==> src/rtl/riscv_pkg.sv <==
// Shared definitions for the instruction/data memory port arbiter.
//   arb_state_e : arbiter FSM state (IDLE, WAIT_I, WAIT_D)
//   owner_e     : which requester owns the outstanding transaction
//   state_owner : maps an FSM state to its owner
//   cnt_width   : width of a saturating counter that must reach max_v
package riscv_pkg;

    typedef enum logic [1:0] {
        IDLE   = 2'd0,
        WAIT_I = 2'd1,
        WAIT_D = 2'd2
    } arb_state_e;

    typedef enum logic [1:0] {
        OWNER_NONE = 2'd0,
        OWNER_I    = 2'd1,
        OWNER_D    = 2'd2
    } owner_e;

    function automatic owner_e state_owner(input arb_state_e s);
        case (s)
            WAIT_I:  return OWNER_I;
            WAIT_D:  return OWNER_D;
            default: return OWNER_NONE;
        endcase
    endfunction

    // A zero maximum would give a zero-width counter; keep at least one bit.
    function automatic int cnt_width(input int max_v);
        return (max_v < 1) ? 1 : $clog2(max_v + 1);
    endfunction

endpackage

==> src/rtl/mem_arb_select.sv <==
// Winner selection with fetch starvation protection.
//   clk, rst    : clock, asynchronous active-high reset
//   i_req       : fetch request pending
//   d_req       : data request pending
//   grant_fire  : the memory accepted the current winner this cycle
//   sel_d       : 1 = data side wins, 0 = fetch side wins
// Data wins by default; once STARVE_MAX data grants have been issued while a
// fetch was waiting, the fetch wins the next arbitration.
module mem_arb_select
    import riscv_pkg::*;
#(
    parameter int STARVE_MAX = 4
) (
    input  logic clk,
    input  logic rst,
    input  logic i_req,
    input  logic d_req,
    input  logic grant_fire,
    output logic sel_d
);

    localparam int              CW      = cnt_width(STARVE_MAX);
    localparam logic [CW-1:0]   CNT_MAX = CW'(STARVE_MAX);

    logic [CW-1:0] starve_cnt;
    logic          fetch_starved;

    assign fetch_starved = i_req && (starve_cnt == CNT_MAX);
    assign sel_d         = d_req && !fetch_starved;

    // Counts data grants that bypassed a waiting fetch. Any cycle without a
    // fetch request, or a fetch grant, restarts the count.
    always_ff @(posedge clk or posedge rst) begin
        if (rst) begin
            starve_cnt <= '0;
        end else if (!i_req) begin
            starve_cnt <= '0;
        end else if (grant_fire) begin
            if (!sel_d) begin
                starve_cnt <= '0;
            end else if (starve_cnt != CNT_MAX) begin
                starve_cnt <= starve_cnt + 1'b1;
            end
        end
    end

endmodule

==> src/rtl/mem_port_arbiter.sv <==
// Arbitrates a fetch port and a data port onto one single-ported memory,
// allowing a single outstanding transaction.
//   clk, rst                      : clock, asynchronous active-high reset
//   i_req, i_addr                 : fetch request
//   i_gnt, i_rvalid, i_rdata      : fetch grant and instruction return
//   d_req, d_we, d_addr, d_wdata  : data request (store when d_we=1)
//   d_gnt, d_rvalid, d_rdata      : data grant and load data / store ack
//   mem_req, mem_we, mem_addr,
//   mem_wdata, mem_gnt            : memory request channel
//   mem_rvalid, mem_rdata         : memory response channel
//   busy                          : a transaction is outstanding
// Handshake: a request is held stable by its source until x_gnt; x_gnt
// pulses in the cycle mem_req && mem_gnt; exactly one response (mem_rvalid)
// follows, and only a response seen in WAIT_I/WAIT_D is forwarded.
module mem_port_arbiter
    import riscv_pkg::*;
#(
    parameter int AW         = 32,
    parameter int DW         = 32,
    parameter int STARVE_MAX = 4
) (
    input  logic          clk,
    input  logic          rst,
    input  logic          i_req,
    input  logic [AW-1:0] i_addr,
    output logic          i_gnt,
    output logic          i_rvalid,
    output logic [DW-1:0] i_rdata,
    input  logic          d_req,
    input  logic          d_we,
    input  logic [AW-1:0] d_addr,
    input  logic [DW-1:0] d_wdata,
    output logic          d_gnt,
    output logic          d_rvalid,
    output logic [DW-1:0] d_rdata,
    output logic          mem_req,
    output logic          mem_we,
    output logic [AW-1:0] mem_addr,
    output logic [DW-1:0] mem_wdata,
    input  logic          mem_gnt,
    input  logic          mem_rvalid,
    input  logic [DW-1:0] mem_rdata,
    output logic          busy
);

    arb_state_e state;
    arb_state_e state_next;
    owner_e     owner;
    logic       any_req;
    logic       sel_d;
    logic       grant_fire;
    logic       rsp_fire;

    assign any_req    = i_req | d_req;
    assign owner      = state_owner(state);
    // rst gates everything combinational so outputs stay quiet while held.
    assign grant_fire = !rst && (state == IDLE) && any_req && mem_gnt;
    assign rsp_fire   = !rst && (owner != OWNER_NONE) && mem_rvalid;
    assign busy       = (state != IDLE);

    mem_arb_select #(
        .STARVE_MAX (STARVE_MAX)
    ) u_select (
        .clk        (clk),
        .rst        (rst),
        .i_req      (i_req),
        .d_req      (d_req),
        .grant_fire (grant_fire),
        .sel_d      (sel_d)
    );

    always_ff @(posedge clk or posedge rst) begin
        if (rst) begin
            state <= IDLE;
        end else begin
            state <= state_next;
        end
    end

    always_comb begin
        state_next = state;
        mem_req    = 1'b0;
        mem_we     = 1'b0;
        mem_addr   = '0;
        mem_wdata  = '0;
        i_gnt      = 1'b0;
        d_gnt      = 1'b0;
        i_rvalid   = 1'b0;
        d_rvalid   = 1'b0;
        i_rdata    = '0;
        d_rdata    = '0;

        case (state)
            IDLE: begin
                // The winner is re-evaluated every cycle; nothing is latched
                // until the memory accepts it.
                if (!rst && any_req) begin
                    mem_req   = 1'b1;
                    mem_addr  = sel_d ? d_addr : i_addr;
                    mem_we    = sel_d & d_we;
                    mem_wdata = sel_d ? d_wdata : '0;
                end
                if (grant_fire) begin
                    d_gnt      = sel_d;
                    i_gnt      = !sel_d;
                    state_next = sel_d ? WAIT_D : WAIT_I;
                end
            end
            WAIT_I, WAIT_D: begin
                if (rsp_fire) begin
                    state_next = IDLE;
                end
            end
            default: state_next = IDLE;
        endcase

        if (rsp_fire && owner == OWNER_I) begin
            i_rvalid = 1'b1;
            i_rdata  = mem_rdata;
        end
        if (rsp_fire && owner == OWNER_D) begin
            d_rvalid = 1'b1;
            d_rdata  = mem_rdata;
        end
    end

endmodule

==> config.mk <==
export PLATFORM = sky130hd
export DESIGN_NAME = mem_port_arbiter
export DESIGN_NICKNAME = d
export VERILOG_FILES = /design/src/rtl/riscv_pkg.sv /design/src/rtl/mem_arb_select.sv /design/src/rtl/mem_port_arbiter.sv
export SDC_FILE = /design/constraint.sdc
export NUM_CORES = 1
export LEC_CHECK = 0
export CAP_MARGIN = 20
export CORE_AREA = 2 2 105 107
export CTS_CLUSTER_SIZE = 25
export DETAILED_ROUTE_END_ITERATION = 10
export DIE_AREA = 0 0 107 109
export DONT_BUFFER_PORTS = 1
export GPL_ROUTABILITY_DRIVEN = 0
export GPL_TIMING_DRIVEN = 0
export SETUP_SLACK_MARGIN = 0.2
export SYNTH_ARGS = -nofsm -noshare
export SYNTH_HDL_FRONTEND = slang
export SYNTH_HIERARCHICAL = 1
export SYNTH_SLANG_ARGS = --single-unit
==> constraint.sdc <==
create_clock -name clk -period 2.3 [get_ports clk]
set_input_delay 0.46 -clock clk [delete_from_list [all_inputs] [get_ports clk]]
set_output_delay 0.46 -clock clk [all_outputs]
set_load 0.05 [all_outputs]
Word level (Yosys, flattened, before mapping)
Cells that the tools add are included.
Operators by class
  $add $sub $neg: 1
  multiply operators: 0
  div/mod/pow operators: 0
  order comparisons: 0
  equality and inequality tests: 10
  shift-type cells: 0
  muxes and demuxes: 27
  bitwise gates (word level): 2
  reductions and logical operators: 19
Operator list (number)
  2-to-1 mux 32 bit: 8
  2-to-1 mux 3 bit: 4
  logical AND 1 bit: 10
  2-to-1 mux 1 bit: 10
  one-hot mux 2 bit (2 select lines): 2
  2-to-1 mux 2 bit: 3
  equality test 2 x 1 -> 1 bit (second input constant): 2
  equality test 2 bit (second input constant): 2
  inequality test 2 bit (second input constant): 2
  AND reduction 2 bit: 2
  nonzero test 2 bit: 2
  adder 3 x 1 -> 3 bit (second input constant): 1
  equality test 3 bit (second input constant): 1
  logical NOT 1 bit: 3
  inequality test 3 x 2 -> 1 bit (second input constant): 1
  inequality test 3 bit (second input constant): 1
  logical NOT 2 bit: 1
  inequality test 2 x 1 -> 1 bit (second input constant): 1
  OR reduction 2 bit: 1
  bitwise AND 1 bit: 1
  OR 1 bit: 1
Word-level totals
  register bits: 5
  latch bits: 0
  memory bits (writable): 0
  bits in read-only memories: 0
  input bits: 135
  word-level logic and storage cells: 61
  memories: 0

Logic depth before layout (Yosys ltp)
Gate-level depths: netlist of run 1.
  word-level depth: 7
  gate-level depth with buffers: 8
  depth with buffers taken out: 7

Modules after synthesis
Netlist of run 1, hierarchy kept.
By module, submodules not included
  mem_port_arbiter: times used 1, cells an instance 209, area each 1408.9 um^2, seq. area each 50.0 um^2
  mem_arb_select: times used 1, cells an instance 22, area each 197.7 um^2, seq. area each 75.1 um^2

Worst setup path after synthesis of run 1
OpenSTA, ideal clock, no wires.
  path type: flip-flop to output port
  from: reg u_select.starve_cnt[0]
  to: out i_gnt
  data arrival time: 2179 ps
  required time: 1840 ps
  path slack: -339 ps
  stages on the path, launching flop included: 7
  buffers on the path: 2
  cell sequence: dfrtp_1 > inv_1 > ha_1 > a31oi_1 > buf_6 > buf_2 > nor3_1
On the way
  longest elaborated chain between the ends: 7
RTL lines
  start, declared: line mem_arb_select.sv:25  | logic [CW-1:0] starve_cnt;
  start signal, assigned: line mem_arb_select.sv:42  | starve_cnt <= starve_cnt + 1'b1;
  equality test 3 bit: line mem_arb_select.sv:28  | assign fetch_starved = i_req && (starve_cnt == CNT_MAX);
  logical AND 1 bit: line mem_arb_select.sv:28
  logical NOT 1 bit: line mem_arb_select.sv:29  | assign sel_d = d_req && !fetch_starved;
  logical AND 1 bit: line mem_arb_select.sv:29
  net sel_d: line mem_port_arbiter.sv:50  | logic sel_d;
  logical NOT 1 bit
  2-to-1 mux 1 bit: line mem_port_arbiter.sv:103  | if (grant_fire) begin
  2-to-1 mux 1 bit: line mem_port_arbiter.sv:93  | case (state)
  end, declared: line mem_port_arbiter.sv:26  | output logic i_gnt,
The timed path passes the listed nets, and every way through them passes these cells.

Worst setup path after layout of run 1
  from: reg u_select.starve_cnt[0]
  to: out mem_addr[4]
On the way
  longest elaborated chain between the ends: 7
RTL lines
  equality test 3 bit: line mem_arb_select.sv:28
  logical AND 1 bit: line mem_arb_select.sv:28
  logical NOT 1 bit: line mem_arb_select.sv:29
  logical AND 1 bit: line mem_arb_select.sv:29
  net sel_d: line mem_port_arbiter.sv:50
  2-to-1 mux 32 bit: line mem_port_arbiter.sv:99  | mem_addr = sel_d ? d_addr : i_addr;
  2-to-1 mux 32 bit: line mem_port_arbiter.sv:97  | if (!rst && any_req) begin
  2-to-1 mux 32 bit: line mem_port_arbiter.sv:93
  end, declared: line mem_port_arbiter.sv:38  | output logic [AW-1:0] mem_addr,
The timed path passes the listed nets, and every way through them passes these cells.

==> qor.txt, run 1 <==
CP max-delay cell - dfrtp_1
Critical Path Source Type - flop
Die X - 107 um
Die Y - 109 um
Clock Pin Slew Worst Setup and Hold Paths - 40 ps
CP max stage delay - 360 ps
YS warnings - 6
Critical path, cell by cell - inv_2, ha_4, a31oi_4, buf_8, buf_6, mux2i_1, nor2_4
Pleak - 1.13 nW
Async SR Flop Fraction - 1.00
Worst-skew pair later-pin latency - 220 ps
Syn_nets - 371
PortBufs - 0
GR Overflow Total - 0
Max-slew violations - 0
Total Power - 2.21 mW
DR pass1 iterations - 3
Final WL - 8.23 mm
CTS Buffer Depth - 2
Max-Cap Viols - 0
Synth Instances - 231
Mapped Avg Cell Area - 6.95 um^2
Switching power - 1.38 mW
Internal power - 0.828 mW
Dpl hpwl - 6.18 mm
RSZ-0062 raised after global routing - yes
I/O pin cnt - 270
Synth unique cells - 27
Period utilization - 0.979
Crit Path Category - reg -> out
Commonest non-fill, non-tap cell in the layout - and2_4
Hold Vio Cnt, Final - 0
Peak VDD IR - 0.000467 V
CTS sink count - 5
Comb power frac - 0.874
Initial antenna violation count - 0
Worst Setup End Kind - primary output
CTS tree - yes
Layout Cells excl Fill - 399
Cell Rows - 38
Post-Syn Area - 1610 um^2
Die area - 11700 um^2
N_diodes - 0
Worst path arrival time - 1790 ps
Commonest cells after routing, fill and taps aside - and2_4 (92), nor2_4 (34), mux2i_2 (19)
Vias in the first global route - 1746
WL met3 - 963 um
Sequential share of power - 0.052
# DRC - 0
Core Area - 10600 um^2
Htree depth - 1
Global-route wire length before repair - 10.2 mm
Min Clock Period, post-route - 2250 ps
Area Growth Syn to Fin - 88.4%
Final net count - 400
CP max FO - 10
Setup violators final - 0
Reg2reg path depth - 8
DRT antenna net count - 0
Root buf cell - clkbuf_8
Most used DFF post-synth - dfrtp_1
Hold WC Path Type - in -> reg
Skew final - 1.88 ps
Flop and latch count out of synthesis - 5
Met2 wire length - 4.58 mm
Initial drt markers - 61
Clk pwr share - 0.074
Initial core utilization - 0.152
Total GRT Usage - 0.117
Drt wl/cell - 20.6 um
Slew HR - 0.630
Detailed-route via count - 1823
Max layer used - met4
Outcome - finished, final reports clean
Maximum clock frequency - 444 MHz
Worst slew pin tran - 554 ps
Post-synth EDFFs - 0
Sw frac - 0.626
Sequential share of the synthesized area - 0.0779
DR vias/cell - 4.57
Fraction of layout cells with a size suffix above 1 - 0.873
Wl on met1 - 2.63 mm
PD cells - 731 nW/um^2
Pin count of the biggest net entering global routing - 11
Inst Count DP - 371
CTS buffer count - 3
Worst EP required - 1840 ps
Hold path cells - 1
## cells in the mapped netlist (4+ instances only)
cell      number  area share
and2_1        98        0.38
mux2i_1       32        0.20
nor2_1        32       0.075
inv_1         12       0.028
buf_2          9       0.028
nand2_1        6       0.014
dfrtp_1        5       0.078
ha_1           5       0.039
clkbuf_2       4       0.012
nor3_1         4       0.012
## cells by family after synthesis
logic type | after synthesis | synth area share
simple gates | 150 | 0.529
compound gates | 11 | 0.0701
mux | 32 | 0.199
buf+inv | 28 | 0.0849
flops | 5 | 0.0779
fa+ha+maj | 5 | 0.0389
## through the flow
step	util	setup TNS (ps)	worst slack, ps	hold WS [ps]	area, um^2
6_report	0.285	0	49.3	398	3030
5_1_grt	0.285	-147	-12.8	395	3030
4_1_cts	0.258	0	13.9	394	2740
3_5_place_dp	0.199	-4440	-107	206	2110
3_3_place_gp	0.199	-1520	-67.7	203	2110
2_1_floorplan	-	0	79.8	201	1940
## flip-flops by register name (all words and copies together) (netlist names)
signal               flops
state                    2
u_select/starve_cnt      3
## worst paths after layout
kind,startpoint,to,slack [ps]
max,u_select/starve_cnt[0]$_DFFE_PP0P_,mem_addr[4],50
min in group asynchronous,rst,state[0]$_DFFE_PP0P_,610
min,i_req,u_select/starve_cnt[0]$_DFFE_PP0P_,400
min reg2reg,state[0]$_DFFE_PP0P_,state[0]$_DFFE_PP0P_,650
max in group asynchronous,rst,u_select/starve_cnt[1]$_DFFE_PP0P_,1520
max reg2reg,state[1]$_DFFE_PP0P_,u_select/starve_cnt[2]$_DFFE_PP0P_,420
## cell type report
class	count	area, um^2
inverter	12	52.6
sequential	5	125
multi-input combinational	200	2160
tap	140	175
fill	1086	7580
timing repair buffer	22	250
buffer	16	218
clock buffer	4	45.0
## power groups by stage
stage	combinational, mW	clock (mW)	sequential [mW]
after floorplan	1.36	0	0.116
after global placement	1.45	0	0.118
after detailed placement	1.47	0	0.119
after CTS	1.81	0.166	0.114
after global routing	2.01	0.174	0.117
final	1.93	0.163	0.115
## what timing repair did
item	in CTS	in global routing
endpoints found under the setup margin	134	121
hold buffers	1	0
pin swaps	45	45
gates resized for setup	183	43
endpoints found under the hold margin	5	0
cloned	8	2
setup buffers	9	4
## critical path: cells and delay by family, from the launching register on
kind	cells	cell delay [ps]
adder cells (fa/ha/maj)	1	160
buffers and inverters	3	440
multiplexers	1	310
AO/OA/AOI/OAI	1	160
AND/OR/NAND/NOR	1	130
flip-flops	1	360
## routing by layer
layer / global-route usage / vias up
met4: 0.0223 / 0
met1: 0.113 / 850
met2: 0.231 / 164
met5: 0 / -
met3: 0.0514 / 6
li1: - / 803
Power figures use the tool's default switching activity.
==> inputs of run 2 (changes only) <==
- HOLD_SLACK_MARGIN: default -> 0.03
- TNS_END_PERCENT: default -> 20
==> run 2 against run 1 <==
The run now ends with negative setup slack left. Die area unchanged. Critical endpoint is now mem_addr[3]. Highest routed layer unchanged. Worst setup slack got worse by 54 ps. Register-to-register slack got worse by 20 ps. Combinational power decreased by 4%. Routed wire length increased by 1.9%. Clock power increased by 3%. Hold slack got worse by 10 ps. Critical path depth unchanged. Total power decreased by 3.4%.
==> qor.txt, run 2 (synthesis gave the netlist of run 1 again) <==
Hold path cells - 1
Layout Cells excl Fill - 397
Final net count - 396
Peak VDD IR - 0.000436 V
Final Util - 0.273
Root buf cell - clkbuf_8
Switching power - 1.38 mW
Initial drt markers - 110
Initial core utilization - 0.152
Comb power frac - 0.867
Setup TNS - -4.69 ps
Sw frac - 0.644
Clk pwr share - 0.079
Max-Cap Viols - 0
Worst slew pin tran - 578 ps
Setup violators final - 1
Top Registers - u_select/starve_cnt x3, state x2
I/O pin cnt - 270
PD cells - 737 nW/um^2
Most flop-heavy register - u_select/starve_cnt
Drt wl/cell - 21.1 um
Clock Pin Slew Worst Setup and Hold Paths - 40 ps
Core Area - 10600 um^2
CTS buffer count - 3
Final WL - 8.39 mm
Hold_sp - i_req
Worst EP required - 1840 ps
Period utilization - 1.00
DR pass1 iterations - 4
Pleak - 1.11 nW
RSZ-0062 raised after global routing - yes
Crit Path Category - reg -> out
Slew HR - 0.614
Initial antenna violation count - 2
# DRC - 0
CTS tree - yes
Worst Setup End Kind - primary output
Dpl hpwl - 6.60 mm
Htree depth - 1
DR vias/cell - 4.57
Global-route wire length before repair - 10.8 mm
Die area - 11700 um^2
Max-slew violations - 0
Die X - 107 um
Total Power - 2.14 mW
Setup ws final - -4.69 ps
Number of flip-flops in the largest register - 3
Area Growth Syn to Fin - 80.4%
Hold Slack - 388 ps
Hold Vio Cnt, Final - 0
GR Overflow Total - 0
Failing checks - negative setup slack
Worst-skew pair later-pin latency - 230 ps
CTS sink count - 5
Worst path arrival time - 1840 ps
Worst R2R Setup Slack - 400 ps
Min Clock Period, post-route - 2300 ps
Commonest non-fill, non-tap cell in the layout - and2_4
Die Y - 109 um
Reg-to-Reg Start - state[0]$_DFFE_PP0P_
Worst Hold Path EP - u_select/starve_cnt[2]$_DFFE_PP0P_
PortBufs - 0
Fraction of layout cells with a size suffix above 1 - 0.831
Sequential share of power - 0.055
Maximum clock frequency - 434 MHz
Pin count of the biggest net entering global routing - 11
CP max FO - 10
RR Endpoint - u_select/starve_cnt[0]$_DFFE_PP0P_
Critical Path Source Type - flop
Detailed-route via count - 1816
Commonest cells after routing, fill and taps aside - and2_4 (89), nor2_4 (33), mux2i_2 (14)
CTS Buffer Depth - 2
Inst Count DP - 371
Hold WC Path Type - in -> reg
Vias in the first global route - 1859
Outcome - finished, violations left
Skew final - 3.11 ps
Reg2reg path depth - 7
Internal power - 0.761 mW
DRT antenna net count - 0
Cell Rows - 38
Total GRT Usage - 0.123
==> run 2: power by group through the flow <==
| stage | Sequential, mW | Clock [mW] | Combinational [mW] |
|---|---|---|---|
| 2_1_floorplan | 0.116 | 0 | 1.26 |
| 3_3_place_gp | 0.118 | 0 | 1.38 |
| 3_5_place_dp | 0.120 | 0 | 1.39 |
| 4_1_cts | 0.116 | 0.167 | 1.79 |
| 5_1_grt | 0.118 | 0.173 | 1.92 |
| 6_report | 0.117 | 0.168 | 1.85 |
==> run 2: critical path: stages (launching register included) <==
cell     delay [ps]
dfrtp_1         360
inv_2            60
ha_4            160
a31oi_4         170
buf_12          170
buf_6           200
mux2i_1         330
nor2_4          150
==> run 2: worst max-delay path by stage <==
stage | startpoint | end | slack (ps) | depth (start not counted)
after floorplan | u_select/starve_cnt[0]$_DFFE_PP0P_ | mem_addr[5] | 70 | 7
after global placement | u_select/starve_cnt[0]$_DFFE_PP0P_ | mem_addr[8] | -170 | 7
after detailed placement | u_select/starve_cnt[0]$_DFFE_PP0P_ | mem_addr[8] | -230 | 7
after CTS | u_select/starve_cnt[1]$_DFFE_PP0P_ | mem_wdata[18] | 0.002 | 8
after global routing | u_select/starve_cnt[1]$_DFFE_PP0P_ | mem_addr[3] | -40 | 7
final | u_select/starve_cnt[1]$_DFFE_PP0P_ | mem_addr[3] | -5 | 7
==> run 2: metal layers <==
layer | track usage | share of wire
met4 | 0.0204 | 0.013
met5 | 0 | 0
met3 | 0.0448 | 0.12
met1 | 0.113 | 0.30
met2 | 0.259 | 0.57
==> run 2: final cells by class <==
class                      count  area (um^2)
inverter                      12         52.6
timing repair buffer          19          196
buffer                        16          219
multi-input combinational    199         2080
fill                        1091         7700
antenna                        2         5.00
sequential                     5          125
clock buffer                   4         45.0
tap                          140          175
==> run 2: metrics by stage <==
step	cell area (um^2)	setup slack [ps]
detailed placement	1970	-226
floorplan	1800	74.3
CTS	2700	0.00233
global placement	1970	-175
global route	2900	-40.5
finish	2900	-4.69
==> run 2: repair_timing <==
item,CTS,global route
pin swaps,42,86
setup endpoints to repair,137,132
gates resized for setup,231,49
hold endpoints to repair,5,0
cloned,7,0
hold buffers,1,0
buffers inserted,11,1
==> inputs of run 3 (changes only) <==
- SLEW_MARGIN: default -> 20
==> results of run 3 <==
Same layout as run 2: the final DEF is identical, and so are final timing and power.
